**src/rtl/fifo_sync.sv**
```systemverilog
// fifo_sync: single-clock FIFO with occupancy flags; define FIFO_FWFT_EN for first-word fall-through reads
module fifo_sync #(
    parameter int WIDTH     = 8,
    parameter int DEPTH     = 16,
    parameter int AF_THRESH = DEPTH - 2,
    parameter int AE_THRESH = 2
) (
    input  logic                       clk,
    input  logic                       rst,
    input  logic                       wr_rq,
    input  logic [WIDTH-1:0]           wdata,
    input  logic                       rd_rq,
    output logic [WIDTH-1:0]           rdata,
    output logic                       rd_valid,
    output logic                       full,
    output logic                       empty,
    output logic                       almost_full,
    output logic                       almost_empty,
    output logic [$clog2(DEPTH+1)-1:0] count,
    output logic                       overflow,
    output logic                       underflow
);
    localparam int AW = $clog2(DEPTH);
    localparam int CW = $clog2(DEPTH + 1);
    logic [WIDTH-1:0] mem [DEPTH];
    logic [AW-1:0]    waddr, raddr;
    logic             wr_acc, rd_acc;
    assign wr_acc       = wr_rq & ~full;
    assign rd_acc       = rd_rq & ~empty;
    assign full         = count == CW'(DEPTH);
    assign empty        = count == '0;
    assign almost_full  = count >= CW'(AF_THRESH);
    assign almost_empty = count <= CW'(AE_THRESH);
    always_ff @(posedge clk)
        if (wr_acc) mem[waddr] <= wdata;
    always_ff @(posedge clk) begin
        if (rst) begin
            waddr     <= '0;
            raddr     <= '0;
            count     <= '0;
            overflow  <= 1'b0;
            underflow <= 1'b0;
        end else begin
            waddr     <= wr_acc ? waddr + AW'(1) : waddr;
            raddr     <= rd_acc ? raddr + AW'(1) : raddr;
            count     <= wr_acc == rd_acc ? count : wr_acc ? count + CW'(1) : count - CW'(1);
            overflow  <= wr_rq & full;
            underflow <= rd_rq & empty;
        end
    end
`ifdef FIFO_FWFT_EN
    assign rdata    = empty ? '0 : mem[raddr];
    assign rd_valid = ~empty;
`else
    always_ff @(posedge clk) begin
        if (rst) begin
            rdata    <= '0;
            rd_valid <= 1'b0;
        end else begin
            rdata    <= rd_acc ? mem[raddr] : rdata;
            rd_valid <= rd_acc;
        end
    end
`endif
endmodule

```
**config.mk**
```make
export PLATFORM = sky130hd
export DESIGN_NAME = fifo_sync
export DESIGN_NICKNAME = d
export VERILOG_FILES = /design/src/rtl/fifo_sync.sv
export SDC_FILE = /design/constraint.sdc
export NUM_CORES = 1
export LEC_CHECK = 0
export BUFFER_PORTS_ARGS = -buffer_cell sky130_fd_sc_hd__buf_2
export CAP_MARGIN = 40
export CORE_MARGIN = 2
export CORE_UTILIZATION = 25
export DETAILED_ROUTE_END_ITERATION = 8
export SKIP_LAST_GASP = 1
export SYNTH_ARGS = -nofsm -noshare
export SYNTH_HDL_FRONTEND = slang
export SYNTH_SLANG_ARGS = --single-unit
```
**constraint.sdc**
```tcl
create_clock -name clk -period 2.6 [get_ports clk]
set_input_delay 0.13 -clock clk [delete_from_list [all_inputs] [get_ports clk]]
set_output_delay 0.13 -clock clk [all_outputs]
set_load 0.05 [all_outputs]
```
==> impl_metrics.env <==
export IMPL_status="finished clean"
export IMPL_final_hold_violation_count=0
export IMPL_timing_reg2reg_worst_path_depth=10
export IMPL_ys_types=37
export IMPL_synthCells=371
export IMPL_worstSetupStartpointType="flop"
export IMPL_crit_fanout=6
export IMPL_crit_reg2reg_launch="count[0]"
export IMPL_cts_sinks=152
export IMPL_area_growth_pct=19.70
export IMPL_placeableCoreArea_um2=23540
export IMPL_critical_path_max_stage_delay_ps=550
export IMPL_critical_path_n_buffers_inverters=2
export IMPL_wire_length_of_the_first_global_routing_pass_mm=19.31
export IMPL_mappedNetlistArea_um2=6015
export IMPL_worstSetupStartpoint="count[0]"
export IMPL_type_of_element_capturing_the_critical_path="flop"
export IMPL_setup_viol_count_final=0
export IMPL_ctsHtreeMaxLevel=4
export IMPL_totalWireLength_mm=12.52
export IMPL_leakage_uw=0.002289
export IMPL_synth_enable_flop_cells=128
export IMPL_insertedDiodeCount=0
export IMPL_io_buffers=31
export IMPL_criticalPathCategory="flop to flop"
export IMPL_cts_tree="yes"
export IMPL_yosysTopAreaCell="edfxtp_1"
export IMPL_setup_reg_to_reg_worst_slack_ps=140
export IMPL_drcViolationCount=0
export IMPL_dieArea_um2=25310
export IMPL_drv_cap=0
export IMPL_drtPass1Iterations=5
export IMPL_ys_top_cells_by_count="128 x edfxtp_1, 34 x mux2i_1, 34 x nor2_1"
export IMPL_die_h_um=159.1
export IMPL_post_route_worst_setup_slack_ps=141.2
export IMPL_fp_dieW_um=159.1
export IMPL_timing_critical_path_to="count[4]"
export IMPL_max_slew_worst_pin_slew_ps=850.1
export IMPL_max_clock_path_buffers=2
export IMPL_initial_antenna_violation_count=0
export IMPL_grt_pass1_vias=3333
export IMPL_initialDrtViolationCount=297
export IMPL_place_area_um2=6644
export IMPL_drive_above_1_share_pct=23.90
export IMPL_ys_ff_latch=152
export IMPL_final_max_slew_violation_count=0
export IMPL_cpLargestDelayFamily="compound AO/OA/AOI/OAI gates"
export IMPL_netlist_area_leader_share_pct=63.91
export IMPL_holdCritPathClass="input port to flop"
export IMPL_place_detailed_hpwl_mm=8.065
export IMPL_ys_warn_count=0
export IMPL_rsz0062_at_grt="false"
export IMPL_period_needed_ps=2459
export IMPL_worst_r2r_endpoint="count[4]"
export IMPL_routed_via_density=4.381
export IMPL_finish_net_count=440
export IMPL_achievable_frequency_mhz=406.7
export IMPL_grt_start_max_net_pins=51
export IMPL_gp_congestion=0.8131
export IMPL_seq_area_frac_synth_pct=71.90
export IMPL_normalized_max_slew_margin_pct=43.12
export IMPL_ios=32
export IMPL_final_design_instance_area_without_fill_um2=7199
export IMPL_synth_most_common_cell="edfxtp_1"
export IMPL_ys_top_cells_by_area="edfxtp_1 64%, dfxtp_1 8.0%, mux4_2 6.0%, mux2i_1 5.7%, nor2_1 2.1%"
export IMPL_cts_made_buffers=17
export IMPL_worst_setup_hold_path_clk_slew_ps=60
export IMPL_clock_skew_ps=6.519
export IMPL_vdd_ir_drop_max_uv=578.3
export IMPL_grt_overflow_total=0
export IMPL_worst_path_arrival_time_ps=2820
export IMPL_clock_latency_ps=420
export IMPL_finish_utilization_pct=30.58
export IMPL_clock_root_buffer="clkbuf_16"
export IMPL_crit_chain="or4_4 > o21ai_4 > buf_6 > inv_4 > fa_1 > nor2b_1 > o21a_1 > o211ai_1 > a21o_1 > a21oi_2"
export IMPL_floorplan_initialDensity_pct=25.55
export IMPL_remaining_antenna_violation_count_after_routing=0
export IMPL_syn_nets=393
export IMPL_crit_required_ps=2960
export IMPL_postSynthAreaPerCell_um2=16.21
export IMPL_dpl_worst_slack_ps=80.25
export IMPL_num_rows=56
export IMPL_crit_cells=10
export IMPL_post_drt_wl_per_cell_um=16.69
export IMPL_dr_total_vias=3286
export IMPL_synth_top_flop_cell="edfxtp_1"
export IMPL_grt_usage_pct=10.23
export IMPL_power_density_nw_per_um2=968.0
export IMPL_final_critical_path_share_of_the_clock_period_pct=94.57
export IMPL_crit_path_top_delay_cell="or4_4"
export IMPL_synth_async_reset_ratio_pct=0
-- through the flow --
stage	hold WS, ps	power [µW]	TNS (ps)	std cells
after floorplan	197.5	4281	-36.97	371
after global placement	405.2	4792	0	715
after detailed placement	407.1	4828	0	716
after CTS	101.8	7024	0	750
after global routing	112.2	7273	0	750
final	108.4	6969	0	750
-- sequential cells by signal, summed over array words and instances (netlist names) --
name and flops:
mem 128, rdata 8, count 5, raddr 4
waddr 4, overflow 1, rd_valid 1, underflow 1
-- layer usage --
metal  routed length, µm  GRT usage (%)  vias to the layer above
met2                5899          15.79                       74
met1                5655          13.04                     1666
met4                 380          5.165                        0
met5                   0              0                        -
li1                    -              -                     1528
met3                 583          3.126                       18
-- layout by cell type (no fill, tap or decap), types with 2 or more instances in the layout --
master,n
nand3_1,4
xnor2_1,4
ha_1,8
o22ai_1,16
a21oi_1,3
edfxtp_1,128
clkinv_2,2
clkbuf_16,17
a22oi_1,8
mux2i_1,34
buf_4,13
o21a_1,2
buf_2,32
dfxtp_2,3
inv_6,4
dlygate4sd3_1,2
nor2_1,34
nand2b_1,2
or4_4,2
nand4_1,2
clkinv_1,2
nand2_1,14
a211oi_1,9
nor3_1,14
clkinvlp_4,5
mux4_2,16
inv_1,5
nor2b_1,3
dfxtp_1,19
dfxtp_4,2
xor2_1,5
-- area by class of cell --
cell class	instances	area, µm²
clock inverters	14	98.84
repair buffers	49	309.0
flip-flops and latches	152	4335
clock buffers	18	429.2
multi-input cells	192	1603
well taps	319	399.1
fillers	2324	16340
inverters	6	25.02
-- cells by family (layout without fill, tap and decap cells) --
logic type | count (synthesis) | count (layout) | synth area share [%]
flops | 152 | 152 | 71.90
simple gates | 79 | 79 | 6.012
mux | 50 | 50 | 11.65
compound gates | 44 | 44 | 5.180
buf+inv | 27 | 87 | 1.748
fa+ha+maj | 10 | 10 | 2.205
xor+xnor | 9 | 9 | 1.310
-- timing repair --
action / 4_1_cts / 5_1_grt
gates resized for setup: 0 / 2
endpoints found under the hold margin: 2 / 0
hold buffers: 2 / 0
setup endpoints to repair: 0 / 1
buffers inserted: 0 / 0
-- worst reg2reg max path: cells and delay by family, from the launching register on --
kind / cells / cell delay [ps]
buffers and inverters: 2 / 200
AO/OA/AOI/OAI: 5 / 780
AND/OR/NAND/NOR: 2 / 690
flip-flops: 1 / 340
adder cells (fa/ha/maj): 1 / 400
-- how the worst min path moves through the flow --
stage	endpoint	startpoint	slack [ps]	cells past startpoint
final	mem[0][5]	wdata[5]	110	1
after global routing	mem[9][5]	wdata[5]	110	1
after CTS	mem[9][4]	wdata[4]	100	1
after detailed placement	overflow	wr_rq	410	3
after global placement	overflow	wr_rq	410	3
after floorplan	count[0]	rst	200	1
-- report_power, final --
group          total (µW)  internal [µW]  switching [µW]  leakage (µW)
logic                1860            642            1210      0.000688
registers            2920           2820             106       0.00136
clock network        2190           1220             971      0.000245
No activity file was read; power rests on OpenSTA's default activity.
